File: config.mk
export PLATFORM = sky130hd
export DESIGN_NAME = exp_seq_ctrl_flat
export DESIGN_NICKNAME = d
export VERILOG_FILES = /design/src/rtl/exp_seq_ctrl_pkg.sv /design/src/rtl/exp_seq_ctrl_if.sv /design/src/rtl/exp_seq_ctrl_bcd_add8.sv /design/src/rtl/exp_seq_ctrl_btn_sync_edge.sv /design/src/rtl/exp_seq_ctrl.sv /design/src/flat_wrapper.sv
export SDC_FILE = /design/constraint.sdc
export NUM_CORES = 1
export LEC_CHECK = 0
export CAP_MARGIN = 30
export CORE_MARGIN = 8
export CORE_UTILIZATION = 58
export DETAILED_ROUTE_END_ITERATION = 12
export GPL_TIMING_DRIVEN = 0
export MAX_ROUTING_LAYER = met4
export PLACE_DENSITY_LB_ADDON = 0.25
export SETUP_SLACK_MARGIN = 0.4
export SLEW_MARGIN = 20
export SYNTH_ARGS = -nofsm -noshare
export SYNTH_HDL_FRONTEND = slang
export SYNTH_SLANG_ARGS = --single-unit
File: constraint.sdc
create_clock -name clk -period 4.4 [get_ports clk]
set_clock_uncertainty 0.1 [all_clocks]
set_input_delay 0.66 -clock clk [delete_from_list [all_inputs] [get_ports clk]]
set_output_delay 0.66 -clock clk [all_outputs]
set_load 0.01 [all_outputs]
File: src/rtl/exp_seq_ctrl_pkg.sv
// Shared constants for the expansion-term sequencer: BCD digit codes,
// FSM state encoding and small BCD digit helpers.
package exp_seq_ctrl_pkg;

  localparam logic [3:0] BCD_0     = 4'h0;
  localparam logic [3:0] BCD_1     = 4'h1;
  localparam logic [3:0] BCD_2     = 4'h2;
  localparam logic [3:0] BCD_3     = 4'h3;
  localparam logic [3:0] BCD_4     = 4'h4;
  localparam logic [3:0] BCD_5     = 4'h5;
  localparam logic [3:0] BCD_6     = 4'h6;
  localparam logic [3:0] BCD_7     = 4'h7;
  localparam logic [3:0] BCD_8     = 4'h8;
  localparam logic [3:0] BCD_9     = 4'h9;
  localparam logic [3:0] BCD_BLANK = 4'hF;
  localparam logic [7:0] BCD_SAT   = 8'h99;

  typedef enum logic [1:0] {
    ST_IDLE  = 2'd0,
    ST_ACCUM = 2'd1,
    ST_WAIT  = 2'd2,
    ST_DONE  = 2'd3
  } state_t;

  // Out-of-range digit codes are treated as the largest legal digit.
  function automatic logic [3:0] bcd_clamp(input logic [3:0] d);
    return (d > BCD_9) ? BCD_9 : d;
  endfunction

  // Digit successor; 9 has no successor within one digit and yields blank.
  function automatic logic [3:0] bcd_inc(input logic [3:0] d);
    logic [3:0] n;
    case (d)
      BCD_0:   n = BCD_1;
      BCD_1:   n = BCD_2;
      BCD_2:   n = BCD_3;
      BCD_3:   n = BCD_4;
      BCD_4:   n = BCD_5;
      BCD_5:   n = BCD_6;
      BCD_6:   n = BCD_7;
      BCD_7:   n = BCD_8;
      BCD_8:   n = BCD_9;
      default: n = BCD_BLANK;
    endcase
    return n;
  endfunction

endpackage

File: src/rtl/exp_seq_ctrl_if.sv
// Control/data bundle between the sequencer and its environment
// (buttons, term table, display mux).
interface exp_seq_ctrl_if;
  logic       start_btn;
  logic       step_btn;
  logic       auto_en;
  logic [7:0] term_bcd;
  logic       run;
  logic [3:0] cur_exp;
  logic [7:0] sum_val;
  logic       load;
  logic       ovf;
  logic       done;

  modport master (
    output start_btn, step_btn, auto_en, term_bcd,
    input  run, cur_exp, sum_val, load, ovf, done
  );

  modport slave (
    input  start_btn, step_btn, auto_en, term_bcd,
    output run, cur_exp, sum_val, load, ovf, done
  );
endinterface

File: src/rtl/exp_seq_ctrl_bcd_add8.sv
// Combinational 2-digit BCD adder; each input digit is clamped to 9 first.
// result = {carry_out_of_tens, tens, ones}.
module bcd_add8
  import exp_seq_ctrl_pkg::*;
(
  input  logic [7:0] a,
  input  logic [7:0] b,
  output logic [8:0] result
);

  logic [4:0] ones_raw_s;
  logic [4:0] tens_raw_s;
  logic [3:0] ones_s;
  logic [3:0] tens_s;
  logic       ones_c_s;
  logic       tens_c_s;

  // Digit-serial add with +6 decimal correction on each digit
  always_comb begin
    ones_raw_s = {1'b0, bcd_clamp(a[3:0])} + {1'b0, bcd_clamp(b[3:0])};
    if (ones_raw_s > 5'd9) begin
      ones_c_s = 1'b1;
      ones_s   = 4'(ones_raw_s + 5'd6);
    end else begin
      ones_c_s = 1'b0;
      ones_s   = ones_raw_s[3:0];
    end
    tens_raw_s = {1'b0, bcd_clamp(a[7:4])} + {1'b0, bcd_clamp(b[7:4])} + {4'd0, ones_c_s};
    if (tens_raw_s > 5'd9) begin
      tens_c_s = 1'b1;
      tens_s   = 4'(tens_raw_s + 5'd6);
    end else begin
      tens_c_s = 1'b0;
      tens_s   = tens_raw_s[3:0];
    end
    result = {tens_c_s, tens_s, ones_s};
  end

endmodule

File: src/rtl/exp_seq_ctrl_btn_sync_edge.sv
// Two-flop synchronizer for a raw button plus a one-cycle rising-edge pulse.
module btn_sync_edge (
  input  logic clk,
  input  logic rst,
  input  logic btn,
  output logic pulse
);

  logic sync1_r;
  logic sync2_r;
  logic prev_r;

  // Metastability chain and previous-value register
  always_ff @(posedge clk or posedge rst) begin
    if (rst) begin
      sync1_r <= 1'b0;
      sync2_r <= 1'b0;
      prev_r  <= 1'b0;
    end else begin
      sync1_r <= btn;
      sync2_r <= sync1_r;
      prev_r  <= sync2_r;
    end
  end

  assign pulse = sync2_r & ~prev_r;

endmodule

File: src/rtl/exp_seq_ctrl.sv
// Expansion-term sequencer: steps cur_exp 0..LAST_EXP on button or dwell timer
// and accumulates each term into a saturating 2-digit BCD running sum.
module exp_seq_ctrl
  import exp_seq_ctrl_pkg::*;
#(
  parameter int         DWELL_CYCLES = 50_000_000,
  parameter logic [3:0] LAST_EXP     = 4'h9
) (
  input  logic           clk,
  input  logic           rst,
  exp_seq_ctrl_if.slave  bus
);

  localparam int               CNT_W      = (DWELL_CYCLES > 1) ? $clog2(DWELL_CYCLES) : 1;
  localparam logic [CNT_W-1:0] DWELL_LAST = CNT_W'(DWELL_CYCLES - 1);

  state_t           state_r;
  logic             run_r;
  logic [3:0]       cur_exp_r;
  logic [7:0]       sum_val_r;
  logic             load_r;
  logic             ovf_r;
  logic             done_r;
  logic [CNT_W-1:0] dwell_r;

  logic       start_pulse_s;
  logic       step_pulse_s;
  logic       advance_s;
  logic [8:0] add_s;

  btn_sync_edge u_start_sync (.clk(clk), .rst(rst), .btn(bus.start_btn), .pulse(start_pulse_s));
  btn_sync_edge u_step_sync  (.clk(clk), .rst(rst), .btn(bus.step_btn),  .pulse(step_pulse_s));

  bcd_add8 u_add (.a(sum_val_r), .b(bus.term_bcd), .result(add_s));

  assign advance_s = step_pulse_s || (bus.auto_en && (dwell_r == DWELL_LAST));

  // Sequencer FSM with all outputs registered; start always wins over step/timer
  always_ff @(posedge clk or posedge rst) begin
    if (rst) begin
      state_r   <= ST_IDLE;
      run_r     <= 1'b0;
      cur_exp_r <= BCD_0;
      sum_val_r <= {BCD_0, BCD_0};
      load_r    <= 1'b0;
      ovf_r     <= 1'b0;
      done_r    <= 1'b0;
      dwell_r   <= {CNT_W{1'b0}};
    end else begin
      load_r <= 1'b0;
      case (state_r)
        ST_IDLE: begin
          run_r  <= 1'b0;
          done_r <= 1'b0;
          if (start_pulse_s) begin
            state_r   <= ST_ACCUM;
            cur_exp_r <= BCD_0;
            sum_val_r <= {BCD_0, BCD_0};
            ovf_r     <= 1'b0;
            run_r     <= 1'b1;
            load_r    <= 1'b1;
          end
        end
        ST_ACCUM: begin
          if (start_pulse_s) begin
            state_r <= ST_IDLE;
            run_r   <= 1'b0;
          end else begin
            // Saturation is sticky until the next fresh start
            if (ovf_r || add_s[8]) begin
              sum_val_r <= BCD_SAT;
              ovf_r     <= 1'b1;
            end else begin
              sum_val_r <= add_s[7:0];
            end
            dwell_r <= {CNT_W{1'b0}};
            state_r <= ST_WAIT;
          end
        end
        ST_WAIT: begin
          if (start_pulse_s) begin
            state_r <= ST_IDLE;
            run_r   <= 1'b0;
          end else if (advance_s) begin
            if (cur_exp_r == LAST_EXP) begin
              state_r <= ST_DONE;
              done_r  <= 1'b1;
            end else begin
              cur_exp_r <= bcd_inc(cur_exp_r);
              state_r   <= ST_ACCUM;
              load_r    <= 1'b1;
            end
          end else if (bus.auto_en) begin
            dwell_r <= dwell_r + CNT_W'(1);
          end
        end
        ST_DONE: begin
          run_r  <= 1'b1;
          done_r <= 1'b1;
          if (start_pulse_s) begin
            state_r <= ST_IDLE;
            run_r   <= 1'b0;
            done_r  <= 1'b0;
          end
        end
        default: begin
          state_r <= ST_IDLE;
          run_r   <= 1'b0;
          done_r  <= 1'b0;
        end
      endcase
    end
  end

  assign bus.run     = run_r;
  assign bus.cur_exp = cur_exp_r;
  assign bus.sum_val = sum_val_r;
  assign bus.load    = load_r;
  assign bus.ovf     = ovf_r;
  assign bus.done    = done_r;

endmodule

File: src/flat_wrapper.sv
// flat-port wrapper written by rule: the top's interface ports become plain ports
module exp_seq_ctrl_flat import exp_seq_ctrl_pkg::*;
#(
  parameter int         DWELL_CYCLES = 50_000_000,
  parameter logic [3:0] LAST_EXP     = 4'h9
)
  (clk, rst, bus_start_btn, bus_step_btn, bus_auto_en, bus_term_bcd, bus_run, bus_cur_exp, bus_sum_val, bus_load, bus_ovf, bus_done);
  exp_seq_ctrl_if bus_i ();
  input  logic clk;
  input  logic rst;
  input wire logic [$bits(bus_i.start_btn)-1:0] bus_start_btn;
  input wire logic [$bits(bus_i.step_btn)-1:0] bus_step_btn;
  input wire logic [$bits(bus_i.auto_en)-1:0] bus_auto_en;
  input wire logic [$bits(bus_i.term_bcd)-1:0] bus_term_bcd;
  output wire logic [$bits(bus_i.run)-1:0] bus_run;
  output wire logic [$bits(bus_i.cur_exp)-1:0] bus_cur_exp;
  output wire logic [$bits(bus_i.sum_val)-1:0] bus_sum_val;
  output wire logic [$bits(bus_i.load)-1:0] bus_load;
  output wire logic [$bits(bus_i.ovf)-1:0] bus_ovf;
  output wire logic [$bits(bus_i.done)-1:0] bus_done;
  assign bus_i.start_btn = bus_start_btn;
  assign bus_i.step_btn = bus_step_btn;
  assign bus_i.auto_en = bus_auto_en;
  assign bus_i.term_bcd = bus_term_bcd;
  assign bus_run = bus_i.run;
  assign bus_cur_exp = bus_i.cur_exp;
  assign bus_sum_val = bus_i.sum_val;
  assign bus_load = bus_i.load;
  assign bus_ovf = bus_i.ovf;
  assign bus_done = bus_i.done;
  exp_seq_ctrl #(.DWELL_CYCLES(DWELL_CYCLES), .LAST_EXP(LAST_EXP)) u_core (.clk(clk), .rst(rst), .bus(bus_i));
endmodule
# --- Word level (Yosys, flattened, before mapping) ---
# Memories as Yosys holds them, arrays and structs flattened.
# Cells that the tools add are included.
word_totals:
  regBits: 50
  mem_bits_ro: 64
  input_bits: 13
  out_inout_bits: 16
  wordCells: 107
  memories: 1
memory_table:
  columns: ["name", "depth", "word_bits", "read_ports", "rd_ports_with_merged_regs", "wr", "line", "text"]
  rows:
  - ["(name not given)", 16, 4, 1, 0, 0, "exp_seq_ctrl_pkg.sv:33", "case (d)"]
op_classes:
  n_addsub: 6
  magnitude_cmp: 6
  eq_ne: 17
  n_mux: 44
  n_bitwise: 4
  reduce_logical: 15
ops:
  columns: ["op", "n"]
  rows:
  - ["2-to-1 mux 26 bit", 4]
  - ["one-hot mux 26 bit (2 select lines)", 1]
  - ["2-to-1 mux 4 bit", 10]
  - ["adder 26 x 1 -> 26 bit (second input constant)", 1]
  - ["== test 26 bit (second input constant)", 1]
  - ["2-to-1 mux 8 bit", 3]
  - ["greater-than comparator 4 bit (second input constant)", 4]
  - ["one-hot mux 8 bit (2 select lines)", 1]
  - ["2-to-1 mux 1 bit", 13]
  - ["2-to-1 mux 2 bit", 6]
  - ["inequality test 2 x 1 -> 1 bit (second input constant)", 6]
  - ["adder 4 x 4 -> 5 bit", 2]
  - ["greater-than comparator 5 x 4 -> 1 bit (second input constant)", 2]
  - ["inequality test 2 bit (second input constant)", 5]
  - ["AND reduction 5 bit", 2]
  - ["adder 4 x 3 -> 4 bit (second input constant)", 2]
  - ["one-hot mux 2 bit (4 select lines)", 1]
  - ["one-hot mux 4 bit (2 select lines)", 1]
  - ["AND reduction 4 bit", 2]
  - ["one-hot mux 1 bit (3 select lines)", 2]
  - ["AND reduction 3 bit", 2]
  - ["nonzero test 2 bit", 3]
  - ["adder 5 x 1 -> 5 bit", 1]
  - ["== test 2 bit (second input constant)", 2]
  - ["11 further kinds", 15]

# --- Longest topological paths before layout ---
logic_depth:
  word_depth: 12
  ltp_mapped: 18
  ltp_nobuf: 18

# --- Hierarchy ---
# Synthesis repeated with hierarchy kept, for this count alone.
hier_totals:
  hier_cells: 404
  hier_area_um2: 3642.2
modules_own_cells:
  columns: ["mod", "instances", "cells_each", "area_each_um2", "seq_area_each_um2"]
  rows:
  - ["exp_seq_ctrl", 1, 324, 2895.3, 1101.1]
  - ["bcd_add8", 1, 70, 561.8, 0.0]
  - ["btn_sync_edge", 2, 5, 92.6, 75.1]

# --- Worst setup path after synthesis ---
# No wires, ideal clock.
synth_path:
  kind: "input to register"
  startpoint: "in bus_term_bcd[2]"
  endpoint: "reg u_core.sum_val_r[0] (netlist: u_core.bus.sum_val[0])"
  setup_ps: 123
  t_arrival_ps: 3640
  t_required_ps: 4177
  path_slack_ps: 538
  stages: 17
  n_path_buf: 0
  cell_sequence: "o21ai_0 > nand2b_1 > ha_1 > inv_1 > fa_1 > xor2_1 > nand2_1 > a21oi_1 > fa_1 > inv_1 > fa_1 > xnor2_1 > ha_1 > a22oi_1 > a31oi_1 > nand3_1 > o221a_2"
synth_via:
  elab_chain_len: 12
  elab_cells_between_ends: 14
  classes_between: "3 x add/sub; 3 x order compare; 7 x mux; 1 x reduce/logical"
synth_rtl:
  columns: ["item", "line", "text"]
  rows:
  - ["start, declared", "flat_wrapper.sv:14", "input wire logic [$bits(bus_i.term_bcd)-1:0] bus_term_bcd;"]
  - ["greater-than comparator 4 bit", "exp_seq_ctrl_pkg.sv:27", "return (d > BCD_9) ? BCD_9 : d;"]
  - ["2-to-1 mux 4 bit *", "exp_seq_ctrl_pkg.sv:27", null]
  - ["adder 4 x 4 -> 5 bit *", "exp_seq_ctrl_bcd_add8.sv:20", "ones_raw_s = {1'b0, bcd_clamp(a[3:0])} + {1'b0, bcd_clamp(b[3:0])};"]
  - ["greater-than comparator 5 x 4 -> 1 bit", "exp_seq_ctrl_bcd_add8.sv:21", "if (ones_raw_s > 5'd9) begin"]
  - ["2-to-1 mux 1 bit", "exp_seq_ctrl_bcd_add8.sv:21", null]
  - ["adder 5 x 1 -> 5 bit", "exp_seq_ctrl_bcd_add8.sv:28", "tens_raw_s = {1'b0, bcd_clamp(a[7:4])} + {1'b0, bcd_clamp(b[7:4])} + {4'd0, ones_c_s};"]
  - ["greater-than comparator 5 x 4 -> 1 bit", "exp_seq_ctrl_bcd_add8.sv:29", "if (tens_raw_s > 5'd9) begin"]
  - ["2-to-1 mux 1 bit", "exp_seq_ctrl_bcd_add8.sv:29", null]
  - ["logical OR 1 bit", "exp_seq_ctrl.sv:70", "if (ovf_r || add_s[8]) begin"]
  - ["2-to-1 mux 8 bit *", "exp_seq_ctrl.sv:70", null]
  - ["2-to-1 mux 8 bit *", "exp_seq_ctrl.sv:65", "if (start_pulse_s) begin"]
  - ["one-hot mux 8 bit (2 select lines) *", "exp_seq_ctrl.sv:51", "case (state_r)"]
  - ["end signal, assigned", "exp_seq_ctrl.sv:44", "sum_val_r <= {BCD_0, BCD_0};"]
  - ["end signal, assigned", "exp_seq_ctrl.sv:58", "sum_val_r <= {BCD_0, BCD_0};"]
  - ["end signal, assigned", "exp_seq_ctrl.sv:74", "sum_val_r <= add_s[7:0];"]
  - ["end, declared", "exp_seq_ctrl.sv:20", "logic [7:0] sum_val_r;"]
# Every way passes the cells marked *; elsewhere a longest branch is shown, timed or not. The select of a mux whose other input is x is not followed.
# A chain may end at the register's enable or synchronous reset.

# --- Worst setup path after layout ---
layout_path:
  startpoint: "in bus_term_bcd[1]"
  endpoint: "reg u_core.sum_val_r[0] (netlist: u_core.bus.sum_val[0])"
# Same word-level chain as after synthesis.

==> metrics.yaml <==
timing:
  finalSetupViolCount: 0
  period_share: 0.885
  worst_slew_pin_slew_ps: 703
  rsz0062_at_grt: "false"
  slew_violations: 0
  fmax_ghz: 0.257
  final_hold_viol_count: 0
  layout_min_cycle_time_ps: 3890
  worst_hold_slack_ps: 256
  finalSetupTns_ps: 0
  relSlewSlack: 0.529
clock_tree:
  clock_latency_ps: 310
  cts_made_buffers: 5
  cts-htree-levels: 2
  cts_root_buf: "clkbuf_8"
  ctsHoldBuffers: 0
  cts_sinks: 50
  clockBufferDepth: 2
  clk_pin_slew_ps: 90
  cts_tree: "built"
grt:
  antenna_found_initial: 0
  first_global_vias: 2805
  grt_pass1_wl_um: 13200
  gr-total-overflow: 0
  track_usage: 0.196
  grt_max_degree: 35
die:
  dieArea_sq_um: 8240
  die_height_um: 90.8
  die_w_um: 90.8
  io_pins: 29
  num_rows: 27
  start_util: 0.596
  core-area_sq_um: 5440
power:
  p_switching_uw: 865
  finalPower_mw: 2.06
  combPwrFrac: 0.562
  intPower_mw: 1.19
  p_sw_frac: 0.421
  leakagePower_nw: 1.67
  seqPwrFrac: 0.302
  clkPwrFrac: 0.136
  power_density_nw_per_um2: 522
  irDropWorstVdd_mv: 0.440
cells_and_area:
  layout_commonest_cell: "dfrtp_1"
  final_cell_mix: "dfrtp_1, nor2_1, nand2_1"
  syn_to_final_growth_pct: 21.6
  drive_gt1_frac: 0.152
  antennaDiodeCount: 0
  finish.instance_area_sq_um: 3940
  fin_nets: 429
  final_cells: 468
job:
  max_cap_viol_count: 0
synth:
  syn_inst: 350
  ys_seq_elements: 50
  synth_edf_count: 0
  yosys_warnings: 0
  synth_cell_types: 62
  syn_nets: 384
  syn_area_sq_um: 3240
  syn_avg_cell_area_sq_um: 9.26
  async_flop_share: 1.00
  synth-main-ff-cell: "dfrtp_1"
  synth_seq_area_share: 0.386
place:
  dp_cells: 451
  hpwl_um: 5310
  port_buffers: 28
  placedInstanceArea_sq_um: 3630
  globalplace.congestion: 0.863
worst_setup_path:
  critical_path_class: "in -> reg"
  critPathCaptureType: "flop"
  required_ps: 4500
  critical_path.max_fanout: 5
  cp-start-kind: "input port"
  arrival_ps: 3990
detailed_routing:
  wl_um: 7790
  drcViolationCount: 0
  viasPerCell: 6.09
  ant_nets: 0
  firstDrtPassIters: 5
  drt-initial-drc-count: 159
  wl_per_cell_um: 16.6
  vias: 2851
outcome:
  run_status: "complete, no violations"
worst_hold_path:
  min_path_type: "reg -> reg"
-- kinds of logic (layout without fill, tap and decap cells) --
| family | count (synthesis) | in the layout | synth area share |
|---|---|---|---|
| buffers and inverters | 33 | 79 | 0.0440 |
| flip-flops | 50 | 50 | 0.386 |
| XOR/XNOR | 13 | 13 | 0.0351 |
| multiplexers | 3 | 3 | 0.0100 |
| AND/OR/NAND/NOR | 146 | 146 | 0.262 |
| adder cells (fa/ha/maj) | 21 | 21 | 0.0880 |
| AO/OA/AOI/OAI | 84 | 84 | 0.175 |
-- registers in the layout (all words and copies together) (netlist names) --
signal,count
u_core.u_step_sync.sync1_r,1
u_core.u_start_sync.sync2_r,1
u_core.bus.cur_exp,4
u_core.bus.done,1
u_core.bus.sum_val,8
u_core.bus.run,1
u_core.u_start_sync.sync1_r,1
u_core.bus.load,1
u_core.u_start_sync.prev_r,1
u_core.dwell_r,26
u_core.state_r,2
u_core.u_step_sync.sync2_r,1
u_core.u_step_sync.prev_r,1
u_core.bus.ovf,1
-- path summary, 6_finish.rpt --
path / cells after the start / end / startpoint / slack, ps
worst max-delay path: 17 / u_core.bus.sum_val[0]$_DFFE_PP0P_ / bus_term_bcd[1] / 510
worst min-delay path: 0 / u_core.u_start_sync.sync2_r$_DFF_PP0_ / u_core.u_start_sync.sync1_r$_DFF_PP0_ / 260
worst max register to register: 15 / u_core.bus.sum_val[0]$_DFFE_PP0P_ / u_core.bus.sum_val[3]$_DFFE_PP0P_ / 600
worst min register to register: 0 / u_core.u_start_sync.sync2_r$_DFF_PP0_ / u_core.u_start_sync.sync1_r$_DFF_PP0_ / 260
max in group asynchronous: 3 / u_core.bus.cur_exp[3]$_DFFE_PP0P_ / rst / 3140
min in group asynchronous: 2 / u_core.dwell_r[5]$_DFFE_PP0P_ / rst / 550
-- cell type report --
class / instances / area [sq um]
Buffer: 17 / 82.6
Fill cell: 391 / 1500
Tap cell: 72 / 90.1
Sequential cell: 50 / 1250
Clock buffer: 7 / 86.3
Clock inverter: 1 / 5.00
Multi-Input combinational cell: 267 / 2000
Timing Repair Buffer: 38 / 367
Inverter: 16 / 60.1
-- Yosys cell counts, types with 4 or more instances --
master    number  area [sq um]
dfrtp_1       50          1250
nor2_1        28           105
nand2_1       26          97.6
a21oi_1       22           110
ha_1          18           225
o21ai_0       17          85.1
inv_1         16          60.1
nand3_1       14          70.1
nor2b_1       13          81.3
clkbuf_1      11          41.3
xnor2_1       11          96.3
nand2b_1       7          43.8
nand4_1        7          43.8
nor4_1         7          43.8
or3_1          6          37.5
and3_1         5          31.3
o21a_1         5          37.5
o31ai_1        5          37.5
or4_1          5          37.5
a211oi_1       4          30.0
a21o_1         4          30.0
a31o_2         4          35.0
a31oi_1        4          25.0
nor4bb_1       4          40.0
-- critical path, stage by stage --
cell and delay [ps]:
dlygate4sd2_1 280, o21ai_2 170, nand2b_4 80, ha_4 160, buf_4 130, a21o_1 170, a21oi_2 220, xnor2_2 110
a21oi_2 170, fa_2 240, inv_2 50, fa_2 390, a21o_1 210, a211o_1 310, a31oi_4 230, nand3_4 140
o221a_4 270
-- metal layers --
layer	GRT usage	wire, um
met5	-	0
met4	0.0680	118
met3	0.0341	286
met2	0.312	3960
met1	0.244	3430
-- power by group through the flow --
stage / clock network (mW) / logic, mW / registers (mW)
finish: 0.280 / 1.15 / 0.621
global route: 0.305 / 1.25 / 0.636
CTS: 0.284 / 1.08 / 0.617
detailed placement: 0 / 0.901 / 0.626
global placement: 0 / 0.868 / 0.621
floorplan: 0 / 0.597 / 0.631
-- through the flow --
stage / util / setup WS (ps)
3_5_place_dp: 0.668 / -501
3_3_place_gp: 0.664 / -451
6_report: 0.725 / 507
5_1_grt: 0.725 / 427
2_1_floorplan: - / 538
4_1_cts: 0.715 / 425
-- repair_timing --
item,in CTS,in global routing
resized for setup,29,6
pin swaps,11,11
setup buffers,7,2
setup endpoints to repair,8,7
cloned,0,0
Power figures use the tool's default switching activity.
==> variant, RTL diff (same flow settings) <==
Encoding of `state_t`: now one-hot (4 bits for 4 states).
--- a/src/rtl/exp_seq_ctrl_pkg.sv
+++ b/src/rtl/exp_seq_ctrl_pkg.sv
@@ -15,11 +15,11 @@
   localparam logic [3:0] BCD_BLANK = 4'hF;
   localparam logic [7:0] BCD_SAT   = 8'h99;
 
-  typedef enum logic [1:0] {
-    ST_IDLE  = 2'd0,
-    ST_ACCUM = 2'd1,
-    ST_WAIT  = 2'd2,
-    ST_DONE  = 2'd3
+  typedef enum logic [3:0] {
+    ST_IDLE  = 4'b0001,
+    ST_ACCUM = 4'b0010,
+    ST_WAIT  = 4'b0100,
+    ST_DONE  = 4'b1000
   } state_t;
 
   // Out-of-range digit codes are treated as the largest legal digit.
Check against the original RTL: no difference found for any inputs over 10 cycles, from zero or initial values and one cycle with rst high; not proved beyond that.
==> variant against the original RTL <==
Sequential cell count up 2. Routed wire length up 6.0%. Non-clock buffer count up 1. Cell count up 3.0%. Area after synthesis up 1.7%. Final area up 0.79%. Synthesized cell count up 3.7%. Critical endpoint is now u_core.bus.sum_val[6]. Worst setup slack worse by 0.016 ns.
Power is not compared: it rests on default switching activity, and its combinational part moved more than twofold at a synthesized area within 25%.
==> variant: results <==
export IMPL_dr_first_iter_drc_count=211
export IMPL_synthesis_nets=393
export IMPL_yosys_mux_area_fraction=0.00607
export IMPL_viasPerCell=6.20
export IMPL_dp_hpwl_um=5570
export IMPL_synth_area_per_cell_um2=9.08
export IMPL_share_of_the_synthesized_netlist_area_taken_by_xor_and_xnor_gates=0.0425
export IMPL_final_net_count=439
export IMPL_place_inst=464
export IMPL_grt_max_degree=29
export IMPL_run_status="finished, final reports clean"
export IMPL_globalRouteTotalUtil=0.206
export IMPL_final_layout_size_suffix_gt1_frac=0.146
export IMPL_synth_fa_ha_area_frac=0.0713
export IMPL_netlist_top_cells_count="51 x sky130_fd_sc_hd__dfrtp_1, 36 x sky130_fd_sc_hd__a21oi_1, 32 x sky130_fd_sc_hd__nor2_1"
export IMPL_grt_first_pass_wirelength_um=14000
export IMPL_area_fraction_in_compound_gates_after_synthesis=0.173
export IMPL_wirelength_um=8260
export IMPL_instances_no_fill=482
export IMPL_worstPathArrival_ns=4.05
export IMPL_sequential_area_share_after_synthesis=0.395
export IMPL_dp_slack_ns=-0.510
export IMPL_post_synth_main_area_contributors="sky130_fd_sc_hd__dfrtp_1 39%, sky130_fd_sc_hd__a21oi_1 5.5%, sky130_fd_sc_hd__ha_1 5.3%"
export IMPL_drt_pre_antenna_iters=7
export IMPL_total_of_fill_cells_in_the_finished_design=417
export IMPL_critical_path_top_delay_family="adder cells"
export IMPL_grt_pass1_vias=2966
export IMPL_place_gp_congestion=0.851
export IMPL_largest_register="u_core.dwell_r"
export IMPL_yosys_cell_types_count=59
export IMPL_cts_root_buf="sky130_fd_sc_hd__clkbuf_8"
export IMPL_worstMarginPinSlew_ns=0.649
export IMPL_critPathMaxStageDelay_ns=0.37
## variant: changes by cell type after synthesis, sizes merged, moves of 5 or more
cell / before / now
a21oi: 23 / 36
and3: 7 / 1
nor2: 28 / 34
o31ai: 6 / 1
or3: 6 / 11
## variant: timing repair
item / 4_1_cts / 5_1_grt
pin swaps: 10 / 10
cloned: 0 / 0
gates resized for setup: 22 / 9
setup endpoints to repair: 9 / 8
setup buffers: 8 / 2
## variant: report_power, final
group / internal (uW) / leakage (uW) / total [uW] / switching [uW]
Combinational: 201 / 0.000919 / 405 / 205
Clock: 128 / 0.0000445 / 286 / 158
Sequential: 524 / 0.000688 / 577 / 53.3
Total: 852 / 0.00165 / 1270 / 416
## variant: worst paths after layout
kind	start	end	slack, ns	cells after the start
setup / recovery	bus_term_bcd[3]	u_core.bus.sum_val[6]	0.49	20
hold / removal	u_core.u_step_sync.sync1_r	u_core.u_step_sync.sync2_r	0.26	0
setup reg to reg	u_core.bus.sum_val[3]	u_core.bus.sum_val[6]	0.59	19
hold reg to reg	u_core.u_step_sync.sync1_r	u_core.u_step_sync.sync2_r	0.26	0
max in group asynchronous	rst	u_core.state_r[0]	2.94	3
min in group asynchronous	rst	u_core.dwell_r[14]	0.65	2
## variant: per-layer routing
metal | vias to the layer above | track usage | wire length (um)
met4 | 0 | 0.0791 | 85
met1 | 1478 | 0.241 | 3450
li1 | 1406 | - | -
met2 | 99 | 0.342 | 4340
met3 | 7 | 0.0379 | 394
met5 | - | - | 0
## variant: kinds of logic (layout without fill, tap and decap cells)
logic type	Yosys count	count (layout)
flops	52	52
fa+ha+maj	17	17
simple gates	156	156
xor+xnor	16	16
buf+inv	30	77
compound gates	90	90
mux	2	2
## variant: through the flow
stage	instance area, um2	power [uW]	hold slack [ns]	setup TNS (ns)
finish	3970	1270	0.260	0
CTS	3910	1220	0.264	0
global placement	3670	853	0.233	-1.99
detailed placement	3690	868	0.241	-3.02
floorplan	3300	772	0.231	0
global route	3970	1340	0.267	0
## variant: final cells by class
class / instances / area share
Clock buffer: 7 / 0.0217
Sequential cell: 52 / 0.328
Tap cell: 72 / 0.0227
Clock inverter: 1 / 0.00189
Inverter: 13 / 0.0123
Multi-Input combinational cell: 281 / 0.493
Buffer: 17 / 0.0252
Timing Repair Buffer: 39 / 0.0951
